`src/rtl/pb_conditioner.sv`:
```
`default_nettype none
// ============================================================================
// Module   : pb_conditioner
// Purpose  : Multi-channel push-button conditioner: synchroniser, debouncer,
//            press/release pulses and long-press detection per channel.
//            Optional macro PB_AUTO_REPEAT_EN adds press auto-repeat in LONG.
// Revision : 1.0 - initial release
// ============================================================================
module pb_conditioner #(
    parameter int CHANNELS        = 2,
    parameter int SYNC_STAGES     = 2,
    parameter int DEBOUNCE_CYCLES = 2000000,
    parameter int LONG_CYCLES     = 200000000,
    parameter int REPEAT_CYCLES   = 40000000
) (
    input  logic                clk_200_mhz,
    input  logic                PB_RST,
    input  logic [CHANNELS-1:0] pb_in,
    output logic [CHANNELS-1:0] pb_level,
    output logic [CHANNELS-1:0] pb_press,
    output logic [CHANNELS-1:0] pb_release,
    output logic [CHANNELS-1:0] pb_long,
    output logic [CHANNELS-1:0] pb_long_held
);

    localparam int c_deb_w  = $clog2(DEBOUNCE_CYCLES + 1);
    localparam int c_hold_w = $clog2(LONG_CYCLES + 1);
    localparam logic [c_deb_w-1:0]  c_deb_last  = c_deb_w'(DEBOUNCE_CYCLES - 1);
    localparam logic [c_hold_w-1:0] c_hold_last = c_hold_w'(LONG_CYCLES - 1);

    localparam logic [1:0] c_st_idle    = 2'd0;
    localparam logic [1:0] c_st_pressed = 2'd1;
    localparam logic [1:0] c_st_long    = 2'd2;

`ifdef PB_AUTO_REPEAT_EN
    localparam int c_rep_w = $clog2(REPEAT_CYCLES + 1);
    localparam logic [c_rep_w-1:0] c_rep_last = c_rep_w'(REPEAT_CYCLES - 1);
`endif

    // Elaboration-time guards on the legal parameter ranges.
    generate
        if (CHANNELS < 1 || CHANNELS > 16 || SYNC_STAGES < 2 || SYNC_STAGES > 4) begin : g_bad_shape
            $error("pb_conditioner: CHANNELS or SYNC_STAGES out of range");
        end
        if (DEBOUNCE_CYCLES < 2 || LONG_CYCLES <= DEBOUNCE_CYCLES || REPEAT_CYCLES < 1) begin : g_bad_timing
            $error("pb_conditioner: timing parameters out of range");
        end
    endgenerate

    for (genvar i = 0; i < CHANNELS; i++) begin : g_ch
        logic [SYNC_STAGES-1:0] r_sync;
        logic [c_deb_w-1:0]     r_deb_cnt;
        logic [c_hold_w-1:0]    r_hold_cnt;
        logic [1:0]             r_state;
        logic                   r_level;
        logic                   r_press;
        logic                   r_release;
        logic                   r_long;
        logic                   r_long_held;
        logic                   w_s;
        logic                   w_accept;
`ifdef PB_AUTO_REPEAT_EN
        logic [c_rep_w-1:0]     r_rep_cnt;
`endif

        assign w_s      = r_sync[SYNC_STAGES-1];
        // A level change is accepted on the edge after DEBOUNCE_CYCLES-1
        // consecutive mismatching cycles have already been counted.
        assign w_accept = (w_s != r_level) && (r_deb_cnt == c_deb_last);

        always_ff @(posedge clk_200_mhz) begin
            if (PB_RST) begin
                r_sync      <= '0;
                r_deb_cnt   <= '0;
                r_hold_cnt  <= '0;
                r_state     <= c_st_idle;
                r_level     <= 1'b0;
                r_press     <= 1'b0;
                r_release   <= 1'b0;
                r_long      <= 1'b0;
                r_long_held <= 1'b0;
`ifdef PB_AUTO_REPEAT_EN
                r_rep_cnt   <= '0;
`endif
            end else begin
                r_sync    <= {r_sync[SYNC_STAGES-2:0], pb_in[i]};
                r_press   <= 1'b0;
                r_release <= 1'b0;
                r_long    <= 1'b0;

                if (w_s == r_level) begin
                    r_deb_cnt <= '0;
                end else if (w_accept) begin
                    r_deb_cnt <= '0;
                    r_level   <= w_s;
                end else begin
                    r_deb_cnt <= r_deb_cnt + c_deb_w'(1);
                end

                case (r_state)
                    c_st_idle: begin
                        if (w_accept && w_s) begin
                            r_state    <= c_st_pressed;
                            r_press    <= 1'b1;
                            r_hold_cnt <= '0;
                        end
                    end
                    c_st_pressed: begin
                        if (w_accept && !w_s) begin
                            r_state   <= c_st_idle;
                            r_release <= 1'b1;
                        end else if (r_hold_cnt == c_hold_last) begin
                            r_state     <= c_st_long;
                            r_long      <= 1'b1;
                            r_long_held <= 1'b1;
`ifdef PB_AUTO_REPEAT_EN
                            r_rep_cnt   <= '0;
`endif
                        end else begin
                            r_hold_cnt <= r_hold_cnt + c_hold_w'(1);
                        end
                    end
                    c_st_long: begin
                        // Hold counter stays frozen here, so pb_long cannot recur.
                        if (w_accept && !w_s) begin
                            r_state     <= c_st_idle;
                            r_release   <= 1'b1;
                            r_long_held <= 1'b0;
                        end
`ifdef PB_AUTO_REPEAT_EN
                        else if (r_rep_cnt == c_rep_last) begin
                            r_press   <= 1'b1;
                            r_rep_cnt <= '0;
                        end else begin
                            r_rep_cnt <= r_rep_cnt + c_rep_w'(1);
                        end
`endif
                    end
                    default: begin
                        r_state <= c_st_idle;
                    end
                endcase
            end
        end

        assign pb_level[i]     = r_level;
        assign pb_press[i]     = r_press;
        assign pb_release[i]   = r_release;
        assign pb_long[i]      = r_long;
        assign pb_long_held[i] = r_long_held;
    end

endmodule
`default_nettype wire

```
`config.mk`:
```
export PLATFORM = sky130hd
export DESIGN_NAME = pb_conditioner
export DESIGN_NICKNAME = d
export VERILOG_FILES = /design/src/rtl/pb_conditioner.sv
export SDC_FILE = /design/constraint.sdc
export NUM_CORES = 1
export LEC_CHECK = 0
export ABC_AREA = 1
export CAP_MARGIN = 10
export CELL_PAD_IN_SITES_DETAIL_PLACEMENT = 1
export CELL_PAD_IN_SITES_GLOBAL_PLACEMENT = 2
export CORE_ASPECT_RATIO = 1.4
export CORE_MARGIN = 5
export CORE_UTILIZATION = 34
export DETAILED_ROUTE_END_ITERATION = 16
export PLACE_DENSITY_LB_ADDON = 0.1
export SKIP_LAST_GASP = 1
export SYNTH_ARGS = -nofsm -noshare
export SYNTH_HDL_FRONTEND = slang
export SYNTH_SLANG_ARGS = --single-unit
export TNS_END_PERCENT = 50
```
`constraint.sdc`:
```
create_clock -name clk_200_mhz -period 2.2 [get_ports clk_200_mhz]
set_input_delay 0.44 -clock clk_200_mhz [delete_from_list [all_inputs] [get_ports clk_200_mhz]]
set_output_delay 0.44 -clock clk_200_mhz [all_outputs]
set_load 0.01 [all_outputs]
```
---- After elaboration in Yosys (flattened, before gate mapping) ----
Cells that the tools add are included.
word-level totals
  logic and storage cells ................. 118
  register bits after elaboration ......... 116
  bits of input ports ..................... 4
  output and inout port bits .............. 10
operators by class
  bitwise operators ....................... 8
  add/subtract/negate cells ............... 4
  reductions and logical operators ........ 32
  eq/ne operators ......................... 24
  mux-type cells .......................... 32
operators with widths
  cell                                           count
  2-to-1 mux 28 bit                              6
  one-hot mux 28 bit (2 select lines)            2
  adder 28 x 1 -> 28 bit, second input constant  2
  == test 28 bit, second input constant          2
  adder 21 x 1 -> 21 bit, second input constant  2
  == test 21 bit, second input constant          2
  inequality test 2 bit, second input constant   10
  2-to-1 mux 2 bit                               8
  AND reduction 4 bit                            4
  2-to-1 mux 1 bit                               12
  one-hot mux 2 bit (3 select lines)             2
  OR reduction 2 bit                             6
  OR reduction 3 bit                             4
  NOT 1 bit                                      8
  nonzero test 2 bit                             4
  logical AND 1 bit                              6
  inequality test 3 bit, second input constant   2
  AND reduction 3 bit                            2
  == test 2 x 1 -> 1 bit, second input constant  2
  == test 2 bit, second input constant           2
  zero test 2 bit                                2
  one-hot mux 1 bit (2 select lines)             2
  AND reduction 2 bit                            2
  == test 1 bit                                  2
  2 further kinds                                4

---- Logic depth before layout (Yosys ltp) ----
Gate-level depths: netlist of the first run.
  depth in word-level cells ............... 5
  depth in mapped cells ................... 14
  depth with buffers taken out ............ 12

---- Worst setup path after synthesis of the first run ----
Ideal clock, no wire load.
  path type ............................... reg-to-reg
  start ................................... reg g_ch[1].r_hold_cnt[0]
  end ..................................... reg g_ch[1].r_hold_cnt[21]
  cell stages (with the launch flop) ...... 14
  path buffers ............................ 1
  clock period less this slack ............ 1.872 ns
  arrival ................................. 1.759 ns
  data required time ...................... 2.087 ns
  setup time .............................. 0.113 ns
  slack ................................... 0.328 ns
  path through ............................ dfxtp_1 ha_1 nand3_1 nor2_1 nand2_2 inv_1 nand4_2 nand2_1 inv_2 nand2_2 buf_6 inv_4 nor2_1 nor2_1
between the ends
  word-level cells in the longest chain between the ends .. 4
  elaborated cells on any way between the ends .. 7
  those cells by class .................... add/sub: 1; eq/ne: 2; mux: 3; reduce/logical: 1
RTL lines
  element                              RTL line  text
  from (decl)                          53        logic [c_hold_w-1:0] r_hold_cnt;
  from (signal assigned)               120       r_hold_cnt <= r_hold_cnt + c_hold_w'(1);
  adder 28 x 1 -> 28 bit               120
  2-to-1 mux 28 bit                    112       end else if (r_hold_cnt == c_hold_last) begin
  2-to-1 mux 28 bit                    109       if (w_accept && !w_s) begin
  one-hot mux 28 bit (2 select lines)  100       case (r_state)
Several ways; a longest one is shown, not always the timed one. The select of a mux whose other input is x is not followed.
A chain may end at the register's enable or synchronous reset.

---- Worst setup path after layout of the first run ----
  start ................................... reg g_ch[0].r_hold_cnt[1]
  end ..................................... reg g_ch[0].r_hold_cnt[13]
between the ends
  word-level cells in the longest chain between the ends .. 4
  elaborated cells on any way between the ends .. 7
  those cells by class .................... add/sub: 1; eq/ne: 2; mux: 3; reduce/logical: 1
RTL lines
  element                              RTL line
  from (decl)                          53
  from (signal assigned)               120
  adder 28 x 1 -> 28 bit               120
  2-to-1 mux 28 bit                    112
  2-to-1 mux 28 bit                    109
  one-hot mux 28 bit (2 select lines)  100
Several ways; a longest one is shown, not always the timed one. The select of a mux whose other input is x is not followed.

==> flow_metrics.env, run 1 <==
export IMPL_clock_sinks=116
export IMPL_ios=14
export IMPL_initial_core_util_pct=34.3
export IMPL_place_congestion=0.804
export IMPL_die_h_um=179
export IMPL_rsz0062_at_grt="yes"
export IMPL_fmax_mhz=489
export IMPL_dp_hpwl_um=16900
export IMPL_dr_pass1_iters=6
export IMPL_area_growth_syn_to_layout_pct=17.1
export IMPL_worstMarginPinSlew_ns=0.756
export IMPL_track_usage_pct=20.0
export IMPL_internal_power_w=0.00398
export IMPL_synthTopCellsByArea="dfxtp_1 (33%), nand2_1 (16%), nor2_1 (12%)"
export IMPL_drc=0
export IMPL_place_area_um2=7530
export IMPL_worst_setup_path_end_kind="register"
export IMPL_swShare_pct=22.9
export IMPL_critical_path_arrival_ns=2.32
export IMPL_syn_area_um2=6960
export IMPL_cts_made_buffers=17
export IMPL_fin_crit_sh_pct=92.9
export IMPL_setup_viol=0
export IMPL_clk_path_buf_depth=2
export IMPL_synth_top_cell_by_area="dfxtp_1"
export IMPL_dieArea_um2=23500
export IMPL_cp_num_buf_inv=2
export IMPL_netlist_area_leader_share_pct=33.4
export IMPL_cpMostUsedCell="nand2_1"
export IMPL_seq_area_frac_synth_pct=33.4
export IMPL_die_w_um=131
export IMPL_ctsHoldBuffers=0
export IMPL_num_vias=6973
export IMPL_viasPerCell=4.90
export IMPL_row_count=62
export IMPL_post_cts_buffers=0
export IMPL_placed_cells=1390
export IMPL_p_comb_share_pct=1.3
export IMPL_drive_above_1_share_pct=8.92
export IMPL_cpMaxStageDelayCell="dfxtp_1"
export IMPL_wl_um=22300
export IMPL_start_kind="register"
export IMPL_h_tree_depth=4
export IMPL_num_fill_cells=2701
export IMPL_yosysUniqueCellTypes=37
export IMPL_grt_max_degree=50
export IMPL_p_leak_nw=2.75
export IMPL_powerDensity_nw_per_um2=633
export IMPL_antenna_found_initial=0
export IMPL_path_cells="ha_1 > nand2_1 > nor2_2 > nand2_1 > inv_1 > nand4_1 > nand2_1 > inv_2 > nand3_1 > a21oi_1"
export IMPL_hold_viol_final=0
export IMPL_cp_top_family="simple AND/OR/NAND/NOR gates"
export IMPL_multiInputGateArea_um2=4000
export IMPL_setup_tns_ns=0
export IMPL_p_clk_share_pct=57.9
export IMPL_place_ws_ns=0.176
export IMPL_cts_tree="yes"
export IMPL_routedWlPerCell_um=15.7
export IMPL_avgSynthCellArea_um2=6.22
export IMPL_syn_inst=1119
export IMPL_ant_nets=0
export IMPL_insertion_delay_ns=0.43
export IMPL_p_switching_w=0.00118
export IMPL_crit_type="register to register"
export IMPL_status="finished, final reports clean"
export IMPL_maxCapViolations=0
export IMPL_nets=1167
export IMPL_holdCritPathClass="register to register"
export IMPL_grt_overflow=0
export IMPL_instances_no_fill=1422
export IMPL_final_max_slew_violation_count=0
export IMPL_regArea_um2=2320
export IMPL_diodes=0
export IMPL_grt_pass1_wl_um=36800
export IMPL_cp_data_required_time_ns=2.48
export IMPL_fin_worst_skew_ns=0.0116
export IMPL_slew_headroom_pct=49.5
export IMPL_finalInstanceArea_um2=8150
export IMPL_seq_power_share_pct=40.9
export IMPL_drt_iter0_drc=245
export IMPL_cts_clk_slew_worst_paths_ns=0.06
export IMPL_core_area_um2=20300
export IMPL_ys_ff_latch=116
export IMPL_place_port_buffers=13
export IMPL_setup_ws_ns=0.156
export IMPL_cts_resized=0
export IMPL_slowest_delay_ns=0.36
export IMPL_syn_num_nets=1133
export IMPL_fin_crit_ns=2.04
export IMPL_yosys_warnings=0
export IMPL_cp_max_fo=17
export IMPL_grt_pass1_vias=7197
export IMPL_cts_root_buf="clkbuf_16"
export IMPL_peakVddDrop_mv=0.513
worst paths after layout:
check                                     start                             endpoint  slack, ns  cells past startpoint
min reg2reg        g_ch[0].r_sync[0]$_SDFF_PP0_         g_ch[0].r_sync[1]$_SDFF_PP0_       0.41                      2
min                g_ch[0].r_sync[0]$_SDFF_PP0_         g_ch[0].r_sync[1]$_SDFF_PP0_       0.41                      2
max reg2reg  g_ch[0].r_hold_cnt[1]$_SDFFE_PP0P_  g_ch[0].r_hold_cnt[13]$_SDFFE_PP0P_       0.16                     10
max          g_ch[0].r_hold_cnt[1]$_SDFFE_PP0P_  g_ch[0].r_hold_cnt[13]$_SDFFE_PP0P_       0.16                     10
power by group through the flow:
stage | registers [W] | clock network [W] | logic [W]
floorplan | 0.00215 | 0 | 0.0000390
global placement | 0.00216 | 0 | 0.0000677
detailed placement | 0.00216 | 0 | 0.0000688
CTS | 0.00211 | 0.00306 | 0.0000688
global route | 0.00211 | 0.00313 | 0.0000750
finish | 0.00211 | 0.00299 | 0.0000657
logic make-up after synthesis:
logic type                 share of synthesized area (%)
xor gates and xnor gates                            4.03
AOI/OAI and AO/OA                                   7.26
and+or+nand+nor                                     44.4
DFF                                                 33.4
buffers and inverters                               9.20
adders and majority gates                           1.80
cells in the final DEF, fill, tap and decap left out, drive strengths merged, types with 4 or more instances in the layout:
cell and n:
nand2 296, nor2 234, nand3 117, dfxtp 116, inv 112, a21oi 57
buf 43, nor3 40, nand4 21, xor2 20, clkbuf 19, o21ai 13
xnor2 12, clkdlybuf4s50 12, ha 10, nor3b 6, o21bai 4, nor4 4
a21o 4
flip-flops by register name, indices dropped and copies added, names as in the netlist:
| register | flops |
|---|---|
| g_ch.r_level | 2 |
| g_ch.r_state | 4 |
| g_ch.r_release | 2 |
| g_ch.r_hold_cnt | 56 |
| g_ch.r_sync | 4 |
| g_ch.r_long_held | 2 |
| g_ch.r_long | 2 |
| g_ch.r_press | 2 |
| g_ch.r_deb_cnt | 42 |
metrics by stage:
stage	hold slack (ns)	utilization (%)	power (W)
after CTS	0.407	40.1	0.00524
after global routing	0.451	40.1	0.00532
after detailed placement	0.398	37.0	0.00222
final	0.406	40.1	0.00516
after global placement	0.395	37.0	0.00222
after floorplan	0.388	-	0.00219
area by class of cell:
| cell class | instances | share of cell area, % |
|---|---|---|
| Clock inverter | 13 | 2.09 |
| Sequential cell | 116 | 28.5 |
| Inverter | 108 | 5.00 |
| Multi-Input combinational cell | 855 | 49.1 |
| Clock buffer | 19 | 5.55 |
| Timing Repair Buffer | 55 | 5.86 |
| Tap cell | 256 | 3.93 |
worst min-delay path, cell delays in order (launching register included):
cell and delay [ns]:
dfxtp_1 0.30, inv_1 0.04, nor2_1 0.03
synth_stat cells:
cell type  number
buf_6           4
a211oi_1        3
ha_1           10
o21ai_0        12
a21o_1          4
nor4_1          4
a31oi_1         2
buf_4          13
nand2_2         5
a21oi_1        55
nand3b_1        3
nor2_2          5
nor2_1        226
nor3b_1         6
o21a_1          3
nor3_1         40
inv_1         102
buf_2           3
nand3_2         2
o31ai_1         1
a22oi_1         1
and2_1          1
xnor2_1        12
dfxtp_1       116
xor2_1         20
nand4_2         1
a21oi_4         2
nand4_1        20
nand2_1       291
o21bai_1        4
nand3_1       115
nor2_4          3
o21ai_1         1
inv_2           5
or2_2           3
clkbuf_1       20
inv_4           1
layer usage:
metal	wire, um	vias up	GRT usage, %
met3	477	26	3.04
met2	11500	59	36.5
met4	367	0	5.79
met5	0	-	0
met1	9990	3250	24.0
li1	-	3638	-
Note: power is estimated with default switching activity, not from simulation.
==> run 2: changes to the inputs <==
CORE_MARGIN = 2   (was 5)
SLEW_MARGIN = 20   (was not set)
==> run 2 against run 1 <==
Register-to-register slack gained 0.03 ns. Largest power group unchanged. Highest routed layer unchanged. Wire length down 4.1%. Critical path depth increased by 2. Global-route usage up 0.50 points. Worst setup slack improved by 0.029 ns. Via count up 0.52%. Non-clock buffer count is the same. Die area is 7.8% lower. Utilization increased by 0.47 points. Clock power fell by 6%. Total power decreased by 3.6%.
==> flow_metrics.env, run 2 (synthesized netlist as in run 1, its figures left out) <==
export IMPL_drc=0
export IMPL_p_switching_w=0.00107
export IMPL_rsz0062_at_grt="yes"
export IMPL_core_area_um2=20000
export IMPL_cts_tree="yes"
export IMPL_die_w_um=125
export IMPL_cp_data_required_time_ns=2.54
export IMPL_h_tree_depth=4
export IMPL_clock_sinks=116
export IMPL_viasPerCell=4.94
export IMPL_track_usage_pct=20.5
export IMPL_area_growth_syn_to_layout_pct=16.6
export IMPL_fmax_mhz=496
export IMPL_seq_power_share_pct=42.4
export IMPL_crit_type="register to register"
export IMPL_cpMaxStageDelayCell="dfxtp_1"
export IMPL_cts_resized=0
export IMPL_final_cell_mix="nand2_1 (291), nor2_1 (225), dfxtp_1 (116)"
export IMPL_hold_viol_final=0
export IMPL_internal_power_w=0.00391
export IMPL_p_leak_nw=2.73
export IMPL_fin_worst_skew_ns=0.00972
export IMPL_grt_overflow=0
export IMPL_status="finished, final reports clean"
export IMPL_cts_root_buf="clkbuf_16"
export IMPL_post_cts_buffers=0
export IMPL_ios=14
export IMPL_powerDensity_nw_per_um2=613
export IMPL_num_vias=7009
export IMPL_initial_core_util_pct=34.8
export IMPL_wl_um=21400
export IMPL_diodes=0
export IMPL_die_h_um=173
export IMPL_setup_viol=0
export IMPL_fin_crit_ns=2.02
export IMPL_cts_clk_slew_worst_paths_ns=0.06
export IMPL_fin_util_pct=40.6
export IMPL_place_congestion=0.825
export IMPL_grt_max_degree=50
export IMPL_peakVddDrop_mv=0.564
export IMPL_nets=1167
export IMPL_dieArea_um2=21700
export IMPL_maxCapViolations=0
export IMPL_critical_path_arrival_ns=2.36
export IMPL_num_fill_cells=2697
export IMPL_antenna_found_initial=0
export IMPL_holdCritPathClass="register to register"
export IMPL_drt_iter0_drc=203
export IMPL_top_regs="g_ch.r_hold_cnt: 56 flops, g_ch.r_deb_cnt: 42 flops"
export IMPL_dp_hpwl_um=16100
export IMPL_regMostFlops="g_ch.r_hold_cnt"
export IMPL_dr_pass1_iters=4
export IMPL_largest_reg_flops=56
export IMPL_worst_setup_path_end_kind="register"
export IMPL_final_common_cell="nand2_1"
export IMPL_setup_tns_ns=0
export IMPL_slew_headroom_pct=56.7
export IMPL_ant_nets=0
export IMPL_ctsHoldBuffers=0
export IMPL_grt_pass1_wl_um=36100
export IMPL_path_cells="ha_1 > nand3_1 > nor2_2 > nand2_2 > inv_1 > nand4_2 > nand2_1 > inv_2 > nand2_2 > buf_4 > nand2_1 > a21oi_1"
export IMPL_drive_above_1_share_pct=8.58
export IMPL_place_port_buffers=13
export IMPL_grt_pass1_vias=7265
export IMPL_cts_made_buffers=17
export IMPL_fin_crit_sh_pct=91.6
export IMPL_slowest_delay_ns=0.37
export IMPL_routedWlPerCell_um=15.1
export IMPL_final_max_slew_violation_count=0
export IMPL_row_count=61
export IMPL_start_kind="register"
export IMPL_worstMarginPinSlew_ns=0.649
export IMPL_swShare_pct=21.5
export IMPL_p_comb_share_pct=1.3
export IMPL_cp_num_buf_inv=3
export IMPL_cp_top_family="simple AND/OR/NAND/NOR gates"
export IMPL_p_clk_share_pct=56.3
export IMPL_clk_path_buf_depth=2
export IMPL_cp_max_fo=15
export IMPL_insertion_delay_ns=0.43
## run 2: cell types whose count changed in the layout (fill, tap and decap cells not counted), sizes merged
cell / change
clkinvlp: -1
clkinv: +1
inv: -4
bufinv: -1
clkbuf: +5
## run 2: area by class of cell
cell class | instances | area (um^2) | share of cell area [%]
multi-input combinational | 855 | 4010 | 49.4
sequential | 116 | 2320 | 28.6
clock buffer | 24 | 492 | 6.06
timing repair buffer | 55 | 469 | 5.78
inverter | 108 | 408 | 5.03
tap | 252 | 315 | 3.88
clock inverter | 8 | 98.8 | 1.22
## run 2: final timing paths
| check | cells past startpoint | to | slack, ns | startpoint |
|---|---|---|---|---|
| setup / recovery | 12 | g_ch[1].r_hold_cnt[4]$_SDFFE_PP0P_ | 0.18 | g_ch[1].r_hold_cnt[1]$_SDFFE_PP0P_ |
| hold / removal | 2 | g_ch[1].r_sync[1]$_SDFF_PP0_ | 0.41 | g_ch[1].r_sync[0]$_SDFF_PP0_ |
| hold reg to reg | 2 | g_ch[1].r_sync[1]$_SDFF_PP0_ | 0.41 | g_ch[1].r_sync[0]$_SDFF_PP0_ |
| setup reg to reg | 12 | g_ch[1].r_hold_cnt[4]$_SDFFE_PP0P_ | 0.18 | g_ch[1].r_hold_cnt[1]$_SDFFE_PP0P_ |
## run 2: stage by stage
step           power, W  area [um^2]  instances  worst slack (ns)  hold WS, ns
6_report        0.00498         8120       1418             0.184        0.409
5_1_grt         0.00516         8120       1418           -0.0242        0.428
4_1_cts         0.00506         8100       1418            0.0680        0.413
3_5_place_dp    0.00222         7510       1386            0.0917        0.404
3_3_place_gp    0.00222         7510       1386             0.196        0.400
2_1_floorplan   0.00219         6960       1119             0.328        0.388
## run 2: worst reg2reg max path: stages (launching register included)
cell     delay, ns
dfxtp_1       0.37
ha_1          0.18
nand3_1       0.11
nor2_2        0.16
nand2_2       0.12
inv_1         0.14
nand4_2       0.13
nand2_1       0.11
inv_2         0.04
nand2_2       0.12
buf_4         0.24
nand2_1       0.09
a21oi_1       0.14
## run 2: metal layers
| metal | wire, um | global-route usage [%] |
|---|---|---|
| met2 | 11400 | 39.0 |
| met4 | 452 | 6.62 |
| met5 | 0 | 0 |
| met1 | 9250 | 23.0 |
| met3 | 371 | 3.43 |
## run 2: power by group through the flow
stage,Clock (W),Sequential [W],Combinational (W)
floorplan,0,0.00215,0.0000390
global route,0.00298,0.00211,0.0000718
finish,0.00280,0.00211,0.0000642
global placement,0,0.00216,0.0000643
detailed placement,0,0.00216,0.0000656
CTS,0.00288,0.00211,0.0000657
